<file path="config.mk">
export PLATFORM = sky130hd
export DESIGN_NAME = wb_initiator
export DESIGN_NICKNAME = d
export VERILOG_FILES = /design/src/rtl/wb_initiator.sv
export SDC_FILE = /design/constraint.sdc
export NUM_CORES = 1
export LEC_CHECK = 0
export BUFFER_PORTS_ARGS = -buffer_cell sky130_fd_sc_hd__buf_2
export CAP_MARGIN = 20
export CORE_ASPECT_RATIO = 0.8
export CORE_MARGIN = 8
export CORE_UTILIZATION = 49
export DETAILED_ROUTE_END_ITERATION = 16
export PLACE_DENSITY = 0.8
export SYNTH_ARGS = -nofsm -noshare
export SYNTH_HDL_FRONTEND = slang
export SYNTH_SLANG_ARGS = --single-unit
</file>
<file path="constraint.sdc">
create_clock -name wb_clk_i -period 3.7 [get_ports wb_clk_i]
set_input_delay 0.37 -clock wb_clk_i [delete_from_list [all_inputs] [get_ports wb_clk_i]]
set_output_delay 0.37 -clock wb_clk_i [all_outputs]
set_load 0.01 [all_outputs]
</file>
<file path="src/rtl/wb_initiator.sv">
// Wishbone classic initiator: converts one cmd_* request into a single bus cycle
// and returns a response on rsp_*. An abort is signalled when the slave never acks.
module wb_initiator #(
    parameter int unsigned TIMEOUT         = 255,
    parameter logic [15:0] TXN_COUNT_RESET = 16'h0000
) (
    input  logic        wb_clk_i,
    input  logic        wb_rst_n_i,
    input  logic        cmd_valid,
    output logic        cmd_ready,
    input  logic        cmd_we,
    input  logic [31:0] cmd_adr,
    input  logic [31:0] cmd_dat,
    input  logic [3:0]  cmd_sel,
    output logic        rsp_valid,
    input  logic        rsp_ready,
    output logic [31:0] rsp_dat,
    output logic        rsp_err,
    output logic        wbs_cyc_i,
    output logic        wbs_stb_i,
    output logic        wbs_we_i,
    output logic [31:0] wbs_adr_i,
    output logic [31:0] wbs_dat_i,
    output logic [3:0]  wbs_sel_i,
    input  logic        wbs_ack_o,
    input  logic [31:0] wbs_dat_o,
    output logic [15:0] txn_count
);

    typedef enum logic [1:0] {
        S_IDLE,
        S_BUS,
        S_RESP
    } state_t;

    localparam logic [16:0] TIMEOUT_W = 17'(TIMEOUT);

    state_t      r_state;
    logic [15:0] r_timer;
    logic        r_cmd_ready;
    logic        r_rsp_valid;
    logic [31:0] r_rsp_dat;
    logic        r_rsp_err;
    logic        r_cyc;
    logic        r_stb;
    logic        r_we;
    logic [31:0] r_adr;
    logic [31:0] r_wdat;
    logic [3:0]  r_sel;
    logic [15:0] r_txn_count;

    logic        w_timeout;

    // Abort on the edge where this cycle would be the TIMEOUT-th BUS cycle without ack.
    assign w_timeout = (TIMEOUT != 0) && (({1'b0, r_timer} + 17'd1) == TIMEOUT_W);

    always_ff @(posedge wb_clk_i or negedge wb_rst_n_i) begin
        if (!wb_rst_n_i) begin
            r_state     <= S_IDLE;
            r_timer     <= 16'd0;
            r_cmd_ready <= 1'b1;
            r_rsp_valid <= 1'b0;
            r_rsp_dat   <= 32'd0;
            r_rsp_err   <= 1'b0;
            r_cyc       <= 1'b0;
            r_stb       <= 1'b0;
            r_we        <= 1'b0;
            r_adr       <= 32'd0;
            r_wdat      <= 32'd0;
            r_sel       <= 4'd0;
            r_txn_count <= TXN_COUNT_RESET;
        end else begin
            case (r_state)
                S_IDLE: begin
                    if (cmd_valid) begin
                        r_cmd_ready <= 1'b0;
                        r_cyc       <= 1'b1;
                        r_stb       <= 1'b1;
                        r_we        <= cmd_we;
                        r_adr       <= cmd_adr;
                        r_wdat      <= cmd_we ? cmd_dat : 32'd0;
                        r_sel       <= cmd_sel;
                        r_timer     <= 16'd0;
                        r_state     <= S_BUS;
                    end
                end

                S_BUS: begin
                    // Ack is checked first so it wins over a timeout on the same edge.
                    if (wbs_ack_o || w_timeout) begin
                        r_cyc       <= 1'b0;
                        r_stb       <= 1'b0;
                        r_we        <= 1'b0;
                        r_adr       <= 32'd0;
                        r_wdat      <= 32'd0;
                        r_sel       <= 4'd0;
                        r_rsp_valid <= 1'b1;
                        r_state     <= S_RESP;
                        if (wbs_ack_o) begin
                            r_rsp_dat   <= r_we ? 32'd0 : wbs_dat_o;
                            r_rsp_err   <= 1'b0;
                            r_txn_count <= r_txn_count + 16'd1;
                        end else begin
                            r_rsp_dat   <= 32'd0;
                            r_rsp_err   <= 1'b1;
                        end
                    end else begin
                        r_timer <= r_timer + 16'd1;
                    end
                end

                S_RESP: begin
                    if (rsp_ready) begin
                        r_rsp_valid <= 1'b0;
                        r_rsp_dat   <= 32'd0;
                        r_rsp_err   <= 1'b0;
                        r_cmd_ready <= 1'b1;
                        r_state     <= S_IDLE;
                    end
                end

                default: begin
                    r_state     <= S_IDLE;
                    r_cmd_ready <= 1'b1;
                    r_cyc       <= 1'b0;
                    r_stb       <= 1'b0;
                    r_rsp_valid <= 1'b0;
                end
            endcase
        end
    end

    assign cmd_ready = r_cmd_ready;
    assign rsp_valid = r_rsp_valid;
    assign rsp_dat   = r_rsp_dat;
    assign rsp_err   = r_rsp_err;
    assign wbs_cyc_i = r_cyc;
    assign wbs_stb_i = r_stb;
    assign wbs_we_i  = r_we;
    assign wbs_adr_i = r_adr;
    assign wbs_dat_i = r_wdat;
    assign wbs_sel_i = r_sel;
    assign txn_count = r_txn_count;

endmodule

</file>
; ---- After elaboration in Yosys (flattened, before gate mapping)
; Index checks and enable logic that the tools add are counted.
[classes]
n_addsub = 3
eq_ne = 7
muxes = 35
bitwise = 3
reduce_logical = 12
[ops]
columns = cell, count
row1 = 32-bit 2-to-1 mux, 8
row2 = 32-bit case mux with 2 select lines, 3
row3 = 16-bit by 1-bit adder with 16-bit output (second input constant), 2
row4 = 16-bit 2-to-1 mux, 2
row5 = 16-bit case mux with 2 select lines, 1
row6 = 3-bit AND reduction, 8
row7 = 16-bit by 1-bit adder with 17-bit output (second input constant), 1
row8 = 17-bit by 8-bit equality test with 1-bit output (second input constant), 1
row9 = 1-bit 2-to-1 mux, 9
row10 = 1-bit case mux with 3 select lines, 3
row11 = 4-bit 2-to-1 mux, 2
row12 = 2-bit inequality test (second input constant), 4
row13 = 4-bit case mux with 2 select lines, 1
row14 = 2-bit 2-to-1 mux, 3
row15 = 2-bit case mux with 3 select lines, 1
row16 = 1-bit case mux with 2 select lines, 2
row17 = 2-bit nonzero test, 2
row18 = 1-bit NOT, 3
row19 = 2-bit by 1-bit equality test with 1-bit output (second input constant), 1
row20 = 2-bit equality test (second input constant), 1
row21 = 2-bit logical NOT, 1
row22 = 1-bit logical OR, 1
[totals]
reg_bits = 139
in_bits = 106
word_cells = 72

; ---- Longest topological paths before layout
; Gate-level depths: netlist of run 1.
[logic_depth]
depth_word = 5
mapped_depth = 10

; ---- Worst setup path after synthesis of run 1
; Ideal clock, no wire load.
[synth_path]
path_type = register to register
start = register r_timer[0]
end = register r_timer[12]
arrival_time_ns = 2.473
slack_ns = 1.101
stages_incl_launch_ff = 9
path_buffers = 1
synth_period_minus_slack_ns = 2.599
path_cell_list = dfrtp_1 ha_1 xnor2_1 or4b_4 a311oi_4 nand4_4 o21a_4 buf_6 a221o_1
[synth_between]
elab_chain_len = 5
elab_cells_between_ends = 8
classes_between = 2 x add/sub / 2 x eq/ne / 2 x mux / 2 x reduce/logical
[synth_lines]
columns = element, line
row1 = from (decl), 39  ; logic [15:0] r_timer;
row2 = from (signal assigned), 108  ; r_timer <= r_timer + 16'd1;
row3 = 16-bit by 1-bit adder with 17-bit output, 55  ; assign w_timeout = (TIMEOUT != 0) && (({1'b0, r_timer} + 17'd1) == TIMEOUT_W);
row4 = 17-bit by 8-bit equality test with 1-bit output, 55
row5 = 1-bit logical OR, 90  ; if (wbs_ack_o || w_timeout) begin
row6 = 2-bit inequality test (no line), -
row7 = 3-bit AND reduction (no line), -
; Several ways; a longest one is shown, not always the timed one. The select of a mux whose other input is x is not followed.
; A chain may end at the register's enable or synchronous reset.

; ---- Final worst setup path of run 1
[layout_path]
start = register r_timer[0]
end = register r_wdat[11], in the netlist wbs_dat_i[11]
[layout_between]
elab_chain_len = 5
[layout_lines]
columns = element, line
row1 = 16-bit by 1-bit adder with 17-bit output, 55
row2 = 17-bit by 8-bit equality test with 1-bit output, 55
row3 = 1-bit logical OR, 90
row4 = 2-bit inequality test (no line), -
row5 = 3-bit AND reduction (no line), -
row6 = to (signal assigned), 81  ; r_wdat <= cmd_we ? cmd_dat : 32'd0;
row7 = to (decl), 48  ; logic [31:0] r_wdat;
; No other way between the ends.

==> reports/qor.csv, run 1 <==
stage,metric,value,unit
run_status,status,"finished, final reports clean",
synthesis,ys.flop_type,dfrtp_1,
clocking,clockBufferDepth,2,
floorplanning,coreArea,0.01160,mm^2
grt,grt_pass1_wl,26.50,mm
floorplanning,dieHeight,113.9,um
sta,hold_slack,0.1676,ns
sta,skew,0.01394,ns
setup_path,endpoint_kind,flop,
synthesis,syn-num-nets,633,
route,drc_errors,0,
place,pre_cts_ws,0.6566,ns
synthesis,yosysMostFrequentCell,dfrtp_1,
sta,rsz0062_at_grt,false,
min_path,holdPathEnd,wbs_dat_i[0],
power,p_leak,4.075,nW
sta,relSlewSlack,40.32,%
min_path,min_path_type,in -> reg,
synthesis,ys_seq_area_share,59.25,%
setup_path,slowest_stage,o21ai_2,
setup_path,crit_buf_inv,1,
synthesis,yosysUniqueCellTypes,59,
sta,setup_viol,0,
flow_run,cap_violations,0,
floorplanning,start_util,50.61,%
synthesis,synthTopCellsByArea,"dfrtp_1 59%, a22o_1 9.5%, nand2_1 5.8%",
place,dpl_cell_area,0.007088,mm^2
finish,final_util,67.08,%
min_path,hp-start,cmd_dat[0],
setup_path,reg2reg_depth,9,
power,peakVddDrop,0.5331,mV
setup_path,worstSetupPathType,reg -> reg,
sta,finalHoldViolations,0,
setup_path,required,4.05,ns
grt,grt_use_total,20.64,%
sta,fmax,0.3250,GHz
setup_path,start_kind,flop,
place,dp_cells,872,
clocking,root_buffer,clkbuf_16,
route,wl,16.50,mm
sta,fin_crit,3.077,ns
floorplanning,rows,35,
clocking,cts.sinks,139,
floorplanning,dieArea,0.01577,mm^2
floorplanning,ios,228,
setup_path,crit_family,compound AO/OA/AOI/OAI gates,
synthesis,ys_seq_elements,139,
synthesis,synth.avg_cell_area,11.21,um^2
clocking,numCtsBuffers,17,
synthesis,synth_commonest_cells,"138 x dfrtp_1, 90 x nand2_1, 64 x a22o_1",
finish,layout-drive-gt1-share,38.34,%
finish,nets,855,
clocking,clk_latency,0.41,ns
sta,fin_crit_sh,83.15,%
synthesis,synth.cell_area,0.005873,mm^2
route,post_drt_via_cell_ratio,5.492,
setup_path,rr_startpoint,r_timer[0],
clocking,path_clk_slew,0.06,ns
sta,worst_pin_slew,0.8952,ns
setup_path,path_cells,ha_1 > nand3_1 > nor4_4 > nor4b_1 > a31oi_4 > o21bai_4 > o21ai_2 > buf_16 > a22o_1,
finish,final_area,0.007785,mm^2
synthesis,synth_edf_count,0,
sta,setup_tns,0,ns
synthesis,async_flop_share,100.0,%
sta,setup_ws,0.6234,ns
route,wire_per_inst,18.19,um
grt,grt_start_max_net_pins,123,
finish,instances_no_fill,907,
floorplanning,fp.dieW,138.4,um
setup_path,cp_max_fo,22,
sta,drv_slew,0,
power,p_total,6.184,mW
finish,diodes,0,
clocking,htree_num_levels,4,
clocking,tritoncts,built,
synthesis,synth_top_area_cell,dfrtp_1,
place,dp_hpwl,11.75,mm
synthesis,synth_cells,524,
route,first_pass_iters,5,
route,vias,4981,
setup_path,max_stage_delay,0.48,ns
grt,grt_pass1_vias,5074,
min_path,holdPathStages,2,
place,portBuffers,227,
finish,syn_to_final_growth,32.55,%
route,drtAntennaViolNets,0,
synthesis,yosys_warnings,0,
setup_path,rr_endpoint,wbs_dat_i[11],
grt,antenna_found_initial,0,
clocking,ctsResizeCount,0,
route,drt-initial-drc-count,380,
grt,overflow,0,
setup_path,cp.arrival,3.43,ns
setup_path,reg2reg_slack,0.62,ns
power,power_density,794.3,mW/mm^2
place,place_congestion,0.8776,
synthesis,yosysTopAreaCellShare,58.80,%
==> routing by layer <==
layer	up-vias	global-route usage [%]	wire length, um
li1	2314	-	-
met1	2395	24.61	6693
met2	236	32.73	7872
met3	36	7.641	1475
met4	0	9.754	454
met5	-	0	0
==> cells in the final DEF, fill, tap and decap left out, types with 3 or more instances in the layout <==
master,netlist,layout
buf_2,6,226
dfrtp_1,138,138
nand2_1,90,90
a22o_1,64,64
a21oi_1,41,41
nand3_1,26,26
nor2_1,19,18
clkbuf_16,0,17
xnor2_1,13,13
o21ai_0,11,11
nand4_1,9,9
inv_1,8,8
nor3_1,7,6
xor2_1,6,6
buf_4,3,5
or3_1,4,4
and3_1,4,4
bufinv_16,0,4
and2_1,3,3
ha_1,3,3
clkinv_2,0,3
clkinvlp_4,0,3
buf_16,0,3
==> layout make-up <==
cell class,instances,area [um^2]
well taps,148,185.2
clock inverters,14,192.7
multi-input cells,344,2186
inverters,8,30.03
fillers,885,3820
flip-flops and latches,139,3480
clock buffers,18,439.2
repair buffers,236,1272
==> flip-flops by register name, summed over array words and instances (netlist names) <==
register,cells
wbs_we_i,1
cmd_ready,1
rsp_valid,1
r_timer,16
r_state,2
rsp_dat,32
txn_count,16
wbs_sel_i,4
wbs_adr_i,32
wbs_dat_i,32
rsp_err,1
wbs_stb_i,1
==> how the worst max path moves through the flow <==
stage,slack (ns),endpoint,startpoint,cells after the start
6_report,0.62,wbs_dat_i[11],r_timer[0],9
3_3_place_gp,0.45,wbs_dat_i[16],r_timer[0],8
2_1_floorplan,1.10,r_timer[12],r_timer[0],8
3_5_place_dp,0.66,wbs_dat_i[16],r_timer[1],9
5_1_grt,0.42,wbs_dat_i[11],r_timer[0],9
4_1_cts,0.63,wbs_dat_i[16],r_timer[1],9
==> cells by family after synthesis <==
group                      after synthesis  synth area share (%)
buffers and inverters                   41                 3.664
AOI/OAI and AO/OA                      138                 17.90
DFF                                    139                 59.25
muxes                                    4                0.7669
and+or+nand+nor                        180                 14.95
adders and majority gates                3                0.6392
xor gates and xnor gates                19                 2.833
==> repair_timing <==
action                                 CTS  global route
hold buffers                             0             1
buffers inserted                         0             0
endpoints found under the hold margin    0            32
==> power by group <==
part / total, mW / leakage (nW) / switching (mW) / internal, mW
sequential: 2.38 / 1.83 / 0.344 / 2.04
combinational: 2.01 / 1.94 / 1.15 / 0.863
clock: 1.79 / 0.303 / 0.646 / 1.15
total: 6.18 / 4.07 / 2.14 / 4.05
Note: power is estimated with default switching activity, not from simulation.
==> run 2: changes to the inputs <==
==> constraint.sdc (replaced) <==
create_clock -name wb_clk_i -period 3.2 [get_ports wb_clk_i]
set_input_delay 0.32 -clock wb_clk_i [delete_from_list [all_inputs] [get_ports wb_clk_i]]
set_output_delay 0.32 -clock wb_clk_i [all_outputs]
set_load 0.01 [all_outputs]
==> reports/qor.csv, run 2 (same netlist as run 1, synthesis figures left out) <==
stage,metric,value,unit
sta,rsz0062_at_grt,false,
setup_path,path_cells,ha_1 > xnor2_1 > or4b_4 > a311oi_4 > nand4_4 > o21bai_4 > o21ai_2 > buf_8 > a22o_1,
floorplanning,dieHeight,113.9,um
sta,drv_slew,0,
route,post_drt_via_cell_ratio,5.543,
power,swShare,35.67,%
power,power_frac_comb,33.2,%
setup_path,crit_family,compound AO/OA/AOI/OAI gates,
setup_path,max_stage_delay,0.53,ns
clocking,cts.sinks,139,
sta,relSlewSlack,39.43,%
setup_path,cp.depth,9,
grt,grt_start_max_net_pins,78,
finish,layout_common_cells,"226 x buf_2, 138 x dfrtp_1, 90 x nand2_1",
setup_path,cp_max_fo,17,
floorplanning,rows,35,
route,drc_errors,0,
sta,fin_crit,2.943,ns
clocking,tritoncts,built,
power,power_density,901.0,mW/mm^2
power,pwr-share-seq,39.5,%
finish,diodes,0,
sta,fin_crit_sh,91.97,%
clocking,htree_num_levels,4,
clocking,clockBufferDepth,2,
route,drtAntennaViolNets,0,
finish,layout_commonest_cell,buf_2,
power,p_int,4.482,mW
grt,grt_pass1_vias,5225,
flow_run,cap_violations,0,
place,pre_cts_ws,0.2801,ns
setup_path,cp.arrival,3.24,ns
place,place_congestion,0.9334,
sta,setup_viol,0,
power,switchingPower,2.485,mW
place,portBuffers,227,
sta,finalHoldViolations,0,
run_status,status,"finished, final reports clean",
setup_path,reg2reg_slack,0.26,ns
clocking,clk_latency,0.41,ns
sta,fmax,0.3398,GHz
floorplanning,ios,228,
clocking,numCtsBuffers,17,
place,dpl_cell_area,0.007146,mm^2
grt,overflow,0,
setup_path,reg2reg_depth,9,
grt,antenna_found_initial,1,
clocking,path_clk_slew,0.06,ns
power,clock_power_share,27.3,%
sta,worst_pin_slew,0.9085,ns
floorplanning,fp.dieW,138.4,um
floorplanning,dieArea,0.01577,mm^2
grt,grt_pass1_wl,26.63,mm
clocking,post_cts_buffers,0,
min_path,holdPathStages,2,
floorplanning,start_util,50.61,%
finish,final_area,0.007732,mm^2
setup_path,slowest_stage,or4b_4,
clocking,root_buffer,clkbuf_16,
setup_path,worstSetupPathType,reg -> reg,
setup_path,crit_buf_inv,1,
setup_path,start_kind,flop,
route,drt-initial-drc-count,380,
sta,skew,0.01017,ns
sta,setup_tns,0,ns
finish,syn_to_final_growth,31.66,%
sta,setup_ws,0.2568,ns
floorplanning,coreArea,0.01160,mm^2
power,peakVddDrop,0.6256,mV
min_path,min_path_type,in -> reg,
power,p_leak,4.051,nW
route,wire_per_inst,18.24,um
setup_path,endpoint_kind,flop,
grt,grt_use_total,20.63,%
route,vias,5050,
setup_path,required,3.49,ns
route,wl,16.61,mm
finish,nets,859,
finish,layout-drive-gt1-share,38.40,%
route,first_pass_iters,7,
place,dp_hpwl,11.96,mm
## run 2: path summary, 6_finish.rpt
path | start | to
setup / recovery | r_timer[0] | wbs_dat_i[23]
hold / removal | cmd_dat[16] | wbs_dat_i[16]
setup reg to reg | r_timer[0] | wbs_dat_i[23]
hold reg to reg | txn_count[15] | txn_count[15]
max in group asynchronous | wb_rst_n_i | cmd_ready
min in group asynchronous | wb_rst_n_i | txn_count[12]
## run 2: cell type report
type                            instances  area (um^2)
Clock buffer                           19        432.9
Clock inverter                         13        143.9
Fill cell                             854         3872
Inverter                                8        30.03
Multi-Input combinational cell        344         2186
Sequential cell                       139         3480
Tap cell                              148        185.2
Timing Repair Buffer                  240         1275
## run 2: worst register-to-register path, cell delays in order (launching register included)
cell	delay [ns]
dfrtp_1	0.46
ha_1	0.32
xnor2_1	0.16
or4b_4	0.53
a311oi_4	0.25
nand4_4	0.19
o21bai_4	0.20
o21ai_2	0.24
buf_8	0.24
a22o_1	0.24
## run 2: repair_timing
| item | in CTS | in global routing |
|---|---|---|
| resized for setup | 0 | 0 |
| hold endpoints to repair | 76 | 0 |
| hold buffers | 1 | 0 |
## run 2: power groups by stage
stage	combinational, mW	clock [mW]	sequential (mW)
after floorplan	1.11	0	2.98
after global placement	2.23	0	2.73
after detailed placement	2.33	0	2.76
after CTS	2.35	1.93	2.75
after global routing	2.53	2.00	2.83
final	2.31	1.90	2.75
## run 2: layer usage
layer	up-vias	routed length [um]	global-route usage [%]
li1	2323	-	-
met1	2468	6867	24.78
met2	225	7969	33.05
met3	32	1453	8.430
met4	2	313	7.081
met5	-	10	0
## run 2: per-stage QoR
| stage | power (mW) | utilization, % | instances | hold slack [ns] |
|---|---|---|---|---|
| 6_report | 6.967 | 66.63 | 911 | 0.1203 |
| 5_1_grt | 7.362 | 66.63 | 911 | 0.1125 |
| 3_5_place_dp | 5.090 | 61.57 | 878 | 0.3909 |
| 3_3_place_gp | 4.956 | 61.44 | 877 | 0.3822 |
| 2_1_floorplan | 4.083 | - | 524 | 0.02441 |
| 4_1_cts | 7.025 | 66.63 | 911 | 0.1062 |
==> run 3: changes to the inputs <==
--- a/config.mk
+++ b/config.mk
@@ -8,7 +8,7 @@
 export BUFFER_PORTS_ARGS = -buffer_cell sky130_fd_sc_hd__buf_2
 export CAP_MARGIN = 20
 export CORE_ASPECT_RATIO = 0.8
-export CORE_MARGIN = 8
+export CORE_MARGIN = 5
 export CORE_UTILIZATION = 49
 export DETAILED_ROUTE_END_ITERATION = 16
 export PLACE_DENSITY = 0.8
==> reports/qor.csv, run 3 (same netlist as run 1, synthesis figures left out) <==
stage,metric,value,unit
run_status,status,"finished, final reports clean",
finish,instances_no_fill,910,
setup_path,start_kind,flop,
power,p_leak,4.059,nW
sta,fin_crit,2.912,ns
grt,grt_start_max_net_pins,77,
floorplanning,fp.dieW,132.4,um
finish,final_util,66.56,%
finish,diodes,0,
finish,layout-drive-gt1-share,38.45,%
place,dp_hpwl,11.11,mm
clocking,ctsResizeCount,0,
power,power_frac_comb,32.7,%
min_path,hp-start,cmd_dat[18],
grt,grt_pass1_vias,5137,
finish,multi_input_area,0.002186,mm^2
place,dp_cells,878,
floorplanning,dieArea,0.01429,mm^2
sta,setup_viol,0,
place,portBuffers,227,
min_path,holdPathEnd,wbs_dat_i[18],
power,switchingPower,2.408,mW
finish,layout_commonest_cell,buf_2,
floorplanning,ios,228,
clocking,path_clk_slew,0.06,ns
setup_path,required,3.50,ns
setup_path,crit_family,compound AO/OA/AOI/OAI gates,
power,clock_power_share,27.5,%
route,post_drt_via_cell_ratio,5.510,
finish,fillCellCount,859,
grt,grt_use_total,21.72,%
sta,skew,0.02308,ns
min_path,min_path_type,in -> reg,
sta,setup_tns,0,ns
setup_path,endpoint_kind,flop,
setup_path,slowest_stage,or4b_4,
power,swShare,34.81,%
sta,relSlewSlack,41.76,%
sta,finalHoldViolations,0,
power,power_density,895.8,mW/mm^2
clocking,tritoncts,built,
route,drtAntennaViolNets,0,
sta,drv_slew,0,
setup_path,crit_buf_inv,0,
grt,grt_pass1_wl,25.38,mm
setup_path,worstSetupPathType,reg -> reg,
finish,final_area,0.007724,mm^2
sta,fmax,0.3434,GHz
finish,layout_common_cells,"226 x buf_2, 138 x dfrtp_1, 90 x nand2_1",
floorplanning,start_util,50.61,%
clocking,cts.sinks,139,
sta,fin_crit_sh,91.00,%
route,wire_per_inst,17.11,um
floorplanning,coreArea,0.01160,mm^2
route,wl,15.57,mm
setup_path,rr_startpoint,r_timer[0],
clocking,numCtsBuffers,17,
place,dpl_cell_area,0.007126,mm^2
setup_path,cp.arrival,3.21,ns
setup_path,max_stage_delay,0.54,ns
setup_path,reg2reg_slack,0.29,ns
clocking,clockBufferDepth,2,
grt,overflow,0,
sta,hold_slack,0.1228,ns
min_path,holdPathStages,2,
route,first_pass_iters,6,
place,place_congestion,0.8758,
route,drt-initial-drc-count,341,
setup_path,reg2reg_depth,8,
finish,nets,860,
power,peakVddDrop,0.5919,mV
setup_path,path_cells,ha_1 > xnor2_1 > or4b_4 > a311oi_4 > nand4_4 > o21ai_4 > mux2i_1 > a22o_2,
floorplanning,rows,35,
clocking,htree_num_levels,4,
setup_path,rr_endpoint,r_timer[2],
sta,rsz0062_at_grt,false,
setup_path,cp.depth,8,
grt,antenna_found_initial,0,
setup_path,cp_max_fo,19,
power,pwr-share-seq,39.8,%
route,drc_errors,0,
clocking,clk_latency,0.42,ns
sta,worst_pin_slew,0.8736,ns
power,p_int,4.511,mW
finish,syn_to_final_growth,31.51,%
clocking,root_buffer,clkbuf_16,
route,vias,5014,
finish,regArea,0.003480,mm^2
floorplanning,dieHeight,107.9,um
flow_run,cap_violations,0,
==> run 3: cell count changes in the layout (fill, tap and decap cells not counted) <==
cell	previous run	this run
clkinv_2	2	3
clkinv_4	3	1
buf_4	9	11
clkinvlp_4	4	2
buf_12	2	1
clkbuf_8	0	2
clkbuf_1	2	1
==> run 3: final cells by class <==
cell class	count	share of cell area, %
Sequential cell	139	45.05
Multi-Input combinational cell	344	28.30
Timing Repair Buffer	241	16.44
Clock buffer	20	5.913
Tap cell	148	2.398
Clock inverter	10	1.507
Inverter	8	0.3888
==> run 3: power by group through the flow <==
stage / Clock [mW] / Sequential, mW / Combinational [mW]
global placement: 0 / 2.73 / 2.19
detailed placement: 0 / 2.76 / 2.27
floorplan: 0 / 2.98 / 1.11
CTS: 1.95 / 2.75 / 2.27
global route: 2.03 / 2.84 / 2.48
finish: 1.90 / 2.75 / 2.26
==> run 3: per-stage QoR <==
stage	power, mW	worst slack (ns)
finish	6.919	0.2881
detailed placement	5.030	0.1192
CTS	6.969	0.1208
global placement	4.919	0.2860
floorplan	4.083	0.6006
global route	7.347	0.1232
==> run 3: worst max-delay path by stage <==
stage	from	end	slack (ns)
final	r_timer[0]	r_timer[2]	0.29
after floorplan	r_timer[0]	r_timer[12]	0.60
after CTS	r_timer[0]	wbs_dat_i[22]	0.12
after global routing	r_timer[1]	r_timer[2]	0.12
after detailed placement	r_timer[0]	wbs_dat_i[22]	0.12
after global placement	r_timer[8]	wbs_dat_i[16]	0.29
==> run 3: worst reg2reg max path, stage by stage (launching register included) <==
cell and delay, ns:
dfrtp_1 0.46, ha_1 0.32, xnor2_1 0.16, or4b_4 0.54, a311oi_4 0.28, nand4_4 0.19
o21ai_4 0.44, mux2i_1 0.16, a22o_2 0.25
==> run 3: metal layers <==
metal	vias to the layer above	global-route usage, %	routed length [um]
met5	-	0	0
met4	0	6.686	279
met3	23	8.318	1403
met2	243	34.51	7430
met1	2427	27.82	6454
li1	2321	-	-
==> run 3: repair_timing <==
| item | 4_1_cts | 5_1_grt |
|---|---|---|
| endpoints found under the hold margin | 73 | 0 |
| buffers inserted | 0 | 0 |
| hold buffers | 1 | 0 |
